$ cat src/rtl/board_io_ctrl_pkg.sv
// Shared types and constants for the board I/O controller: FSM states,
// key roles and the error display nibble.
package board_io_ctrl_pkg;

  typedef enum logic [2:0] {
    ST_IDLE    = 3'd0,
    ST_VIEW    = 3'd1,
    ST_ARM     = 3'd2,
    ST_WAIT_WB = 3'd3,
    ST_ERR     = 3'd4
  } state_e;

  localparam int NUM_KEYS_DEF = 4;
  localparam int KEY_VIEW     = 0;
  localparam int KEY_EXEC     = NUM_KEYS_DEF - 1;

  localparam logic [3:0] ERR_NIBBLE = 4'hE;

  // EXEC is always the highest-numbered key, whatever the key count.
  function automatic int key_exec_idx(input int num_keys);
    return num_keys - 1;
  endfunction

endpackage

$ cat src/rtl/board_io_ctrl_key_debounce.sv
// One push key: two-flop synchronizer, stability counter, debounced level
// and a one-cycle press pulse on the debounced 1->0 transition.
module key_debounce #(
  parameter int DEBOUNCE_CYC = 50000
) (
  input  logic clk_i,
  input  logic rst_ni,
  input  logic key_n_i,
  output logic level_o,
  output logic press_o
);

  localparam int CNT_W = (DEBOUNCE_CYC > 2) ? $clog2(DEBOUNCE_CYC) : 1;
  localparam logic [CNT_W-1:0] CNT_LAST = CNT_W'(DEBOUNCE_CYC - 1);

  logic [1:0]       sync_q;
  logic [CNT_W-1:0] cnt_q, cnt_d;
  logic             level_q, level_d;
  logic             press_q, press_d;
  logic             armed_q, armed_d;
  logic             raw_s;

  assign raw_s   = sync_q[1];
  assign level_o = level_q;
  assign press_o = press_q;

  // Counter, level and press decision; a key must be seen released
  // (armed) before any fall may produce a press.
  always_comb begin
    cnt_d   = cnt_q;
    level_d = level_q;
    press_d = 1'b0;
    armed_d = armed_q;
    if (raw_s != level_q) begin
      if (cnt_q == CNT_LAST) begin
        level_d = raw_s;
        cnt_d   = '0;
        press_d = level_q & armed_q;
      end else begin
        cnt_d = cnt_q + CNT_W'(1);
      end
    end else begin
      cnt_d = '0;
      if (level_q) begin
        armed_d = 1'b1;
      end else begin
        armed_d = armed_q;
      end
    end
  end

  // Synchronizer resets to "pressed" so a key held through reset is never
  // taken as released, and thus never arms a press.
  always_ff @(posedge clk_i or negedge rst_ni) begin
    if (!rst_ni) begin
      sync_q  <= 2'b00;
      cnt_q   <= '0;
      level_q <= 1'b1;
      press_q <= 1'b0;
      armed_q <= 1'b0;
    end else begin
      sync_q  <= {sync_q[0], key_n_i};
      cnt_q   <= cnt_d;
      level_q <= level_d;
      press_q <= press_d;
      armed_q <= armed_d;
    end
  end

endmodule

$ cat src/rtl/board_io_ctrl.sv
// Board I/O controller: debounced keys drive a view/execute FSM that issues
// instructions to a core and shows results or register contents on hex digits.
module board_io_ctrl
  import board_io_ctrl_pkg::*;
#(
  parameter int DATA_W       = 16,
  parameter int ADDR_W       = 4,
  parameter int NUM_DIGITS   = 8,
  parameter int NUM_KEYS     = 4,
  parameter int DEBOUNCE_CYC = 50000,
  parameter int TIMEOUT_CYC  = 1000000
) (
  input  logic                    clk_i,
  input  logic                    rst_ni,
  input  logic [NUM_KEYS-1:0]     key_n_i,
  input  logic [DATA_W-1:0]       sw_i,
  input  logic                    go_i,
  input  logic                    ready_i,
  input  logic                    wen_i,
  input  logic [DATA_W-1:0]       res_i,
  input  logic [DATA_W-1:0]       reg_a_i,
  input  logic [DATA_W-1:0]       reg_b_i,
  output logic                    start_o,
  output logic                    is_view_o,
  output logic [ADDR_W-1:0]       view_addr_a_o,
  output logic [ADDR_W-1:0]       view_addr_b_o,
  output logic [4*NUM_DIGITS-1:0] digits_o,
  output logic [NUM_DIGITS-1:0]   blank_o,
  output logic                    busy_o,
  output logic                    err_o
);

  localparam int H        = NUM_DIGITS / 2;
  localparam int Q        = NUM_DIGITS / 4;
  localparam int EXEC_IDX = key_exec_idx(NUM_KEYS);
  localparam int TMO_W    = (TIMEOUT_CYC > 2) ? $clog2(TIMEOUT_CYC) : 1;
  localparam logic [TMO_W-1:0] TMO_LAST = TMO_W'(TIMEOUT_CYC - 1);

  logic [NUM_KEYS-1:0] key_lvl_s, key_press_s;
  logic                view_lvl_s, exec_press_s;
  state_e              state_q, state_d;
  logic [TMO_W-1:0]    tmo_q, tmo_d;
  logic [DATA_W-1:0]   result_q, result_d;
  logic                rv_q, rv_d;
  logic                start_q, is_view_q, busy_q, err_q;
  logic                unused_s;

  for (genvar g = 0; g < NUM_KEYS; g++) begin : g_key
    key_debounce #(.DEBOUNCE_CYC(DEBOUNCE_CYC)) u_key (
      .clk_i   (clk_i),
      .rst_ni  (rst_ni),
      .key_n_i (key_n_i[g]),
      .level_o (key_lvl_s[g]),
      .press_o (key_press_s[g])
    );
  end

  assign view_lvl_s    = key_lvl_s[KEY_VIEW];
  assign exec_press_s  = key_press_s[EXEC_IDX];
  assign view_addr_a_o = sw_i[8 +: ADDR_W];
  assign view_addr_b_o = sw_i[4 +: ADDR_W];
  assign start_o       = start_q;
  assign is_view_o     = is_view_q;
  assign busy_o        = busy_q;
  assign err_o         = err_q;
  assign unused_s      = ^{sw_i, reg_a_i, reg_b_i, result_q, key_lvl_s, key_press_s};

  // Next state, timeout and result capture; wen during the start cycle is ignored.
  always_comb begin
    state_d  = state_q;
    tmo_d    = tmo_q;
    result_d = result_q;
    rv_d     = rv_q;
    case (state_q)
      ST_IDLE: begin
        if (!view_lvl_s) begin
          state_d = ST_VIEW;
        end else if (exec_press_s && go_i) begin
          state_d = ST_ARM;
          tmo_d   = '0;
        end else begin
          state_d = ST_IDLE;
        end
      end
      ST_VIEW: begin
        if (view_lvl_s) begin
          state_d = ST_IDLE;
        end else begin
          state_d = ST_VIEW;
        end
      end
      ST_ARM: begin
        if (tmo_q == TMO_LAST) begin
          state_d = ST_ERR;
        end else if (ready_i) begin
          state_d = ST_WAIT_WB;
          tmo_d   = tmo_q + TMO_W'(1);
        end else begin
          tmo_d   = tmo_q + TMO_W'(1);
        end
      end
      ST_WAIT_WB: begin
        if (wen_i && !start_q) begin
          result_d = res_i;
          rv_d     = 1'b1;
          state_d  = ST_IDLE;
        end else if (tmo_q == TMO_LAST) begin
          state_d = ST_ERR;
        end else begin
          tmo_d   = tmo_q + TMO_W'(1);
        end
      end
      ST_ERR: begin
        if (exec_press_s) begin
          state_d = ST_IDLE;
        end else begin
          state_d = ST_ERR;
        end
      end
      default: state_d = ST_IDLE;
    endcase
  end

  // State, result and registered status flags.
  always_ff @(posedge clk_i or negedge rst_ni) begin
    if (!rst_ni) begin
      state_q   <= ST_IDLE;
      tmo_q     <= '0;
      result_q  <= '0;
      rv_q      <= 1'b0;
      start_q   <= 1'b0;
      is_view_q <= 1'b0;
      busy_q    <= 1'b0;
      err_q     <= 1'b0;
    end else begin
      state_q   <= state_d;
      tmo_q     <= tmo_d;
      result_q  <= result_d;
      rv_q      <= rv_d;
      start_q   <= (state_q == ST_ARM) && (state_d == ST_WAIT_WB);
      is_view_q <= (state_d == ST_VIEW);
      busy_q    <= (state_d == ST_ARM) || (state_d == ST_WAIT_WB);
      err_q     <= (state_d == ST_ERR);
    end
  end

  // Digit contents and blanking: result in the lower half, reg_b/reg_a above.
  always_comb begin
    digits_o = '0;
    blank_o  = '1;
    digits_o[4*H-1:0]       = result_q[4*H-1:0];
    digits_o[4*H +: 4*Q]     = reg_b_i[4*Q-1:0];
    digits_o[4*(H+Q) +: 4*Q] = reg_a_i[4*Q-1:0];
    if (state_q == ST_ERR) begin
      for (int i = 0; i < H; i++) begin
        digits_o[4*i +: 4] = ERR_NIBBLE;
      end
      blank_o[H-1:0] = '0;
    end else begin
      blank_o[H-1:0] = {H{~rv_q | is_view_q}};
    end
    blank_o[NUM_DIGITS-1:H] = {(NUM_DIGITS-H){~is_view_q}};
  end

endmodule

$ cat config.mk
export PLATFORM = sky130hd
export DESIGN_NAME = board_io_ctrl
export DESIGN_NICKNAME = d
export VERILOG_FILES = /design/src/rtl/board_io_ctrl_pkg.sv /design/src/rtl/board_io_ctrl_key_debounce.sv /design/src/rtl/board_io_ctrl.sv
export SDC_FILE = /design/constraint.sdc
export NUM_CORES = 1
export LEC_CHECK = 0
export CAP_MARGIN = 20
export CELL_PAD_IN_SITES_DETAIL_PLACEMENT = 1
export CELL_PAD_IN_SITES_GLOBAL_PLACEMENT = 2
export CORE_MARGIN = 2
export CORE_UTILIZATION = 30
export DETAILED_ROUTE_END_ITERATION = 6
export GPL_ROUTABILITY_DRIVEN = 0
export PLACE_DENSITY = 0.79
export SLEW_MARGIN = 20
export SYNTH_ARGS = -nofsm -noshare
export SYNTH_HDL_FRONTEND = slang
export SYNTH_HIERARCHICAL = 1
export SYNTH_SLANG_ARGS = --single-unit
$ cat constraint.sdc
create_clock -name clk_i -period 2.15 [get_ports clk_i]
set_clock_uncertainty 0.05 [all_clocks]
set_input_delay 0.43 -clock clk_i [delete_from_list [all_inputs] [get_ports clk_i]]
set_output_delay 0.43 -clock clk_i [all_outputs]
set_load 0.02 [all_outputs]
; ---- Word level (Yosys, flattened, before mapping)
; Cells that the tools add are included.
; W data, S select, Z words.
[word_totals]
ff_bits = 84
output_inout_bits = 52
elab_cells = 74
[op_classes]
addsub = 3
n_eq_ne = 16
n_mux = 22
n_bitwise = 5
reduce_logical = 12
[ops]
columns = op, n
row1 = $mux W16, 5
row2 = $mux W20, 4
row3 = $pmux W20 S3, 1
row4 = $add A16 B1 Y16 const B, 2
row5 = $eq A16 B16 Y1 const B, 2
row6 = $add A20 B1 Y20 const B, 1
row7 = $eq A20 B20 Y1 const B, 1
row8 = $mux W3, 5
row9 = $pmux W3 S5, 1
row10 = $eq A3 B2 Y1 const B, 4
row11 = $reduce_and A2 Y1, 4
row12 = $eq A3 B1 Y1 const B, 2
row13 = $eq A3 B3 Y1 const B, 2
row14 = $mux W2, 2
row15 = $mux W4, 1
row16 = $ne A2 B2 Y1 const B, 2
row17 = $reduce_and A4 Y1, 1
row18 = $logic_and A1 B1 Y1, 3
row19 = $logic_not A3 Y1, 1
row20 = $mux W1, 3
row21 = $not A1 Y1, 3
row22 = $reduce_bool A3 Y1, 1
row23 = $ne A1 B1 Y1, 2
row24 = $ne A2 B1 Y1 const B, 1
row25 = 4 further kinds, 4

; ---- Longest topological paths before layout
; Gate-level depths: netlist (run 1).
[depth]
word_depth = 6
ltp_mapped = 6
ltp_nobuf = 5

; ---- By module
; The synthesis (run 1) kept the hierarchy.
[by_module_without_submodules]
columns = module, instances, cells_each, area_per_inst_um2, seq_area_each_um2
row1 = board_io_ctrl, 1, 222, 2382.3, 1101.1
row2 = key_debounce, 2, 90, 979.7, 526.8

; ---- Worst setup path before layout (run 1)
; No wires, ideal clock.
[synth_timing]
path_kind = reg2out
from = register state_q[2]
to = output port blank_o[1]
arrival_time_ns = 1.487
path_slack_ns = 0.183
path_stages_with_launch = 5
n_path_buf = 2
cell_sequence = dfrtp_1 -> nor3b_2 -> clkbuf_1 -> a21oi_1 -> buf_4
[synth_via]
elab_chain_len = 2
[synth_lines]
columns = element, line
row1 = "start, declared", board_io_ctrl.sv:41  ; state_e state_q, state_d;
row2 = "start signal, assigned", board_io_ctrl.sv:136  ; state_q <= state_d;
row3 = $eq A3 B3 Y1, board_io_ctrl.sv:154  ; if (state_q == ST_ERR) begin
row4 = $mux W4, board_io_ctrl.sv:154
row5 = "end, declared", board_io_ctrl.sv:28  ; output logic [NUM_DIGITS-1:0] blank_o,
; No other way between the ends.

; ---- Worst setup path after layout (run 1)
[layout_timing]
from = register state_q[2]
to = output port digits_o[15]
[layout_via]
elab_chain_len = 2
[layout_lines]
columns = element, line
row1 = $eq A3 B3 Y1, board_io_ctrl.sv:154
row2 = $mux W16, board_io_ctrl.sv:154
row3 = "end, declared", board_io_ctrl.sv:27  ; output logic [4*NUM_DIGITS-1:0] digits_o,
; No other way between the ends.

==> flow_metrics.env, run 1 <==
export IMPL_status="finished clean"
export IMPL_min_path_cells=0
export IMPL_p_comb_share_pct=3.1
export IMPL_switching_share_pct=20.5
export IMPL_post_route_period_util_pct=97.4
export IMPL_max_freq_mhz=477
export IMPL_root_buffer="clkbuf_16"
export IMPL_core_um2=13900
export IMPL_grt_max_degree=33
export IMPL_end_kind="primary output"
export IMPL_die_height_um=123
export IMPL_n_antenna_cell=0
export IMPL_regArea_um2=2100
export IMPL_fin_hold_ws_ns=0.302
export IMPL_clkTransAtPathRegs_ns=0.07
export IMPL_required_ns=1.67
export IMPL_final_common_cell="dfrtp_1"
export IMPL_antenna_found_initial=0
export IMPL_avgViaCountPerCell=4.93
export IMPL_cp_start_kind="flip-flop"
export IMPL_power_frac_seq_pct=44.8
export IMPL_via_count=3044
export IMPL_finalSetupViolations=0
export IMPL_cts_made_buffers=9
export IMPL_num_rows=43
export IMPL_cts_tree="yes"
export IMPL_drt_initial_drc_count=118
export IMPL_worst_ep_arrival_time_ns=1.61
export IMPL_crit_slowest_cell="dfrtp_1"
export IMPL_grt_usage_pct=14.1
export IMPL_maxSlewHeadroom_pct=65.0
export IMPL_boundaryPins=125
export IMPL_port_buffers=50
export IMPL_die_area_um2=15200
export IMPL_r2r_end="g_key[0].u_key/cnt_q[6]"
export IMPL_min_path_type="reg2reg"
export IMPL_syn_avg_cell_area_um2=10.8
export IMPL_worstMarginPinSlew_ns=0.517
export IMPL_r2r_slack_ns=0.25
export IMPL_multiInputGateArea_um2=1860
export IMPL_htreeDepth=3
export IMPL_r2r_start="g_key[0].u_key/cnt_q[10]"
export IMPL_start_util_pct=30.8
export IMPL_final_cell_mix="dfrtp_1 (82), nor2_1 (43), xnor2_1 (31)"
export IMPL_clk_path_buf_depth=2
export IMPL_path_cells="nor3b_2 -> buf_4 -> or2_2 -> clkdlybuf4s15_2"
export IMPL_slew_viol_final=0
export IMPL_clkLatencyLatePin_ns=0.35
export IMPL_die_x_um=123
export IMPL_dp_cells=601
export IMPL_layout_nets=511
export IMPL_wl_per_cell_um=15.6
export IMPL_fillerInstances=1546
export IMPL_fin_crit_ns=2.09
export IMPL_fin_ws_ns=0.0551
export IMPL_peakVddDrop_mv=0.387
export IMPL_cpPeakStageDelay_ns=0.38
export IMPL_grt_pass1_vias=3390
export IMPL_internal_power_mw=2.85
export IMPL_p_sw_uw=734
export IMPL_final_cells=618
export IMPL_min_to="g_key[3].u_key/sync_q[1]"
export IMPL_cts_sinks=84
export IMPL_rsz0062_at_grt="yes"
export IMPL_cts_setup_buffers=0
export IMPL_synthesis_nets=475
export IMPL_place_ws_ns=0.0322
export IMPL_routed_wl_um=9650
export IMPL_min_delay_start="g_key[3].u_key/sync_q[0]"
export IMPL_critical_path_class="reg2out"
export IMPL_syn2layout_area_growth_pct=21.2
export IMPL_dr_pass1_iters=4
export IMPL_critPathMaxFanout=13
export IMPL_ant_nets=0
export IMPL_r2r_cells=4
export IMPL_syn_area_um2=4280
export IMPL_p_per_area_nw_per_um2=691
export IMPL_ys_warn_count=6
export IMPL_synthCells=397
export IMPL_pwr_share_clk_pct=52.0
export IMPL_drive_gt1_share_pct=20.1
export IMPL_p_leak_nw=2.27
export IMPL_utilization_pct=37.3
export IMPL_drc=0
export IMPL_grt_pass1_wl_um=16700
export IMPL_detailed_place_hpwl_um=6790
export IMPL_max_cap_violations=0
export IMPL_grt_overflow_total=0
export IMPL_hold_violations=0
area by class of cell:
| type | count | area share, % |
|---|---|---|
| Sequential cell | 84 | 40.6 |
| Multi-Input combinational cell | 265 | 35.9 |
| Timing Repair Buffer | 63 | 11.5 |
| Clock buffer | 11 | 4.88 |
| Tap cell | 180 | 4.34 |
| Clock inverter | 5 | 2.08 |
| Inverter | 10 | 0.724 |
state kept, by name, summed over array words and instances (netlist names), 2 cells and up:
register,cells
g_key.u_key/sync_q,4
g_key.u_key/level_o,2
state_q,3
g_key.u_key/cnt_q,32
tmo_q,20
result_q,16
how the worst max path moves through the flow:
stage,from,endpoint,cells past startpoint
6_report,state_q[2],digits_o[15],4
5_1_grt,state_q[2],blank_o[3],4
4_1_cts,state_q[2],digits_o[11],4
3_5_place_dp,wen_i,tmo_q[4],6
3_3_place_gp,wen_i,result_q[1],4
2_1_floorplan,state_q[2],blank_o[1],4
stage by stage:
| step | TNS, ns | instance area [um2] | total power, mW |
|---|---|---|---|
| 2_1_floorplan | 0 | 4280 | 1.72 |
| 3_3_place_gp | 0 | 4850 | 1.74 |
| 3_5_place_dp | 0 | 4850 | 1.75 |
| 4_1_cts | 0 | 5210 | 3.63 |
| 5_1_grt | -0.109 | 5180 | 3.72 |
| 6_report | 0 | 5180 | 3.58 |
power by group through the flow:
stage / Combinational [mW] / Clock (mW) / Sequential [mW]
global placement: 0.110 / 0 / 1.63
global route: 0.128 / 1.98 / 1.61
finish: 0.112 / 1.86 / 1.61
detailed placement: 0.114 / 0 / 1.64
floorplan: 0.0895 / 0 / 1.63
CTS: 0.117 / 1.90 / 1.61
metal layers:
metal	vias to the layer above	routed length, um	part of all wire [%]	GRT usage, %
met4	0	219	2.3	7.10
met1	1539	4360	45	17.7
met5	-	0	0	0
met3	13	415	4.3	2.72
li1	1434	-	-	-
met2	58	4650	48	23.3
worst max-delay path, delay by kind of cell (launching register included):
kind,cells,cell delay (ns)
flip-flops,1,0.38
buffers and inverters,2,0.44
AND/OR/NAND/NOR,2,0.44
timing repair:
| item | in CTS | in global routing |
|---|---|---|
| gates resized for setup | 27 | 10 |
| setup endpoints to repair | 20 | 13 |
| hold buffers | 1 | 0 |
| endpoints found under the hold margin | 19 | 0 |
Note: power is estimated with default switching activity, not from simulation.
==> run 2, diff against run 1 <==
Settings changed: ABC_AREA from default to 0.
==> results of run 2 <==
The final DEF is identical to that of run 1; final timing and power are the same.
==> run 3, diff against run 2 <==
Settings changed: PLACE_DENSITY 0.79 to 0.78.
==> run 3 against run 2 <==
Flip-flop and latch count is the same. Total power fell by 12%. Non-clock buffer count up 1. Final cell count is 0.16% higher. Critical endpoint is now digits_o[2]. Global-route usage down 0.47 points. Highest routed layer unchanged. Clock power decreased by 23%. Count of clock-buffer cells in the layout is 1 higher.
==> flow_metrics.env, run 3 (synthesized netlist as in run 1, its figures left out) <==
export IMPL_htreeDepth=3
export IMPL_cts_made_buffers=9
export IMPL_die_height_um=123
export IMPL_core_um2=13900
export IMPL_grt_use_met1_pct=17.7
export IMPL_crit_slowest_cell="dfrtp_1"
export IMPL_maxSlewHeadroom_pct=64.6
export IMPL_switching_share_pct=21.8
export IMPL_met2_usage_pct=22.2
export IMPL_start_util_pct=30.8
export IMPL_crit_buf_inv=2
export IMPL_internal_power_mw=2.46
export IMPL_peakVddDrop_mv=0.342
export IMPL_die_x_um=123
export IMPL_fillerInstances=1553
export IMPL_drt_initial_drc_count=155
export IMPL_grt_usage_pct=13.7
export IMPL_pwr_share_clk_pct=45.4
export IMPL_post_route_period_util_pct=97.1
export IMPL_grt_pass1_vias=3252
export IMPL_regMostFlops="g_key.u_key/cnt_q"
export IMPL_via_count=3023
export IMPL_grtUsageMet3_pct=3.83
export IMPL_grt_max_degree=34
export IMPL_final_cells=619
export IMPL_worstMarginPinSlew_ns=0.530
export IMPL_required_ns=1.67
export IMPL_ant_nets=0
export IMPL_p_leak_nw=2.23
export IMPL_r2r_slack_ns=0.27
export IMPL_utilization_pct=36.7
export IMPL_drc=0
export IMPL_critical_path_class="reg2out"
export IMPL_port_buffers=50
export IMPL_place_ws_ns=-0.0000908
export IMPL_p_per_area_nw_per_um2=617
export IMPL_r2r_cells=6
export IMPL_n_antenna_cell=0
export IMPL_fin_crit_ns=2.09
export IMPL_layout_nets=512
export IMPL_largest_reg_flops=32
export IMPL_detailed_place_hpwl_um=6610
export IMPL_fin_area_um2=5090
export IMPL_max_cap_violations=0
export IMPL_clkLatencyLatePin_ns=0.34
export IMPL_final_common_cell="dfrtp_1"
export IMPL_power_frac_seq_pct=51.1
export IMPL_min_path_type="reg2reg"
export IMPL_critPathMaxFanout=10
export IMPL_fin_hold_ws_ns=0.305
export IMPL_final_cell_mix="dfrtp_1 (82), nor2_1 (43), xnor2_1 (31)"
export IMPL_cp_start_kind="flip-flop"
export IMPL_routed_wl_um=9270
export IMPL_p_comb_share_pct=3.5
export IMPL_finalSetupViolations=0
export IMPL_hold_violations=0
export IMPL_num_rows=43
export IMPL_antenna_found_initial=0
export IMPL_reg_top3="g_key.u_key/cnt_q (32), tmo_q (20), result_q (16)"
export IMPL_cts_tree="yes"
export IMPL_cpPeakStageDelay_ns=0.38
export IMPL_clkTransAtPathRegs_ns=0.06
export IMPL_end_kind="primary output"
export IMPL_p_sw_uw=686
export IMPL_max_freq_mhz=479
export IMPL_wl_per_cell_um=15.0
export IMPL_boundaryPins=125
export IMPL_dr_pass1_iters=4
export IMPL_grt_overflow_total=0
export IMPL_status="finished clean"
export IMPL_busiest_layer="met2"
export IMPL_min_path_cells=0
export IMPL_rsz0062_at_grt="yes"
export IMPL_slew_viol_final=0
export IMPL_clk_path_buf_depth=2
export IMPL_fin_ws_ns=0.0625
export IMPL_die_area_um2=15200
export IMPL_grt_pass1_wl_um=16300
export IMPL_tns_ns=0
export IMPL_worst_ep_arrival_time_ns=1.61
export IMPL_drive_gt1_share_pct=21.0
export IMPL_place_area_um2=4850
export IMPL_avgViaCountPerCell=4.88
export IMPL_worst_path_stages=4
export IMPL_syn2layout_area_growth_pct=19.1
export IMPL_root_buffer="clkbuf_16"
export IMPL_cts_sinks=84
export IMPL_finalPower_mw=3.14
export IMPL_cp_top_family="buffers and inverters"
export IMPL_dp_cells=602
export IMPL_path_cells="nor3b_2 -> buf_4 -> or2_2 -> clkdlybuf4s15_1"
run 3: layout make-up:
type	instances	area [um2]	share of cell area [%]
clock inverters	4	25.0	0.491
repair buffers	64	589	11.6
flip-flops and latches	84	2100	41.3
multi-input cells	265	1870	36.6
well taps	180	225	4.42
clock buffers	12	246	4.84
inverters	10	37.5	0.737
run 3: worst paths after layout:
kind | startpoint | to
hold reg to reg | g_key[0].u_key/sync_q[0] | g_key[0].u_key/sync_q[1]
min in group asynchronous | rst_ni | result_q[5]
setup / recovery | state_q[2] | digits_o[2]
hold / removal | g_key[0].u_key/sync_q[0] | g_key[0].u_key/sync_q[1]
setup reg to reg | state_q[1] | tmo_q[4]
max in group asynchronous | rst_ni | busy_o
run 3: repair_timing:
| action | CTS | global route |
|---|---|---|
| hold endpoints to repair | 2 | 0 |
| setup endpoints to repair | 20 | 16 |
| cloned | 0 | 0 |
| hold buffers | 1 | 0 |
| gates resized for setup | 27 | 21 |
| setup buffers | 0 | 0 |
run 3: power groups by stage:
| stage | Clock [mW] | Sequential (mW) | Combinational (mW) |
|---|---|---|---|
| after detailed placement | 0 | 1.64 | 0.112 |
| after global placement | 0 | 1.63 | 0.110 |
| after CTS | 1.48 | 1.61 | 0.115 |
| final | 1.43 | 1.61 | 0.110 |
| after floorplan | 0 | 1.63 | 0.0895 |
| after global routing | 1.56 | 1.61 | 0.126 |
run 3: worst register-to-register path, delay by kind of cell, from the launching register on:
family | cells | cell delay [ns]
flops | 1 | 0.40
simple gates | 4 | 1.05
buf+inv | 1 | 0.16
compound gates | 1 | 0.14
run 3: per-layer routing:
layer,share of wire [%],vias to the layer above
met5,0,-
met4,1.3,0
met3,4.1,10
met2,49,50
met1,45,1535
li1,-,1428
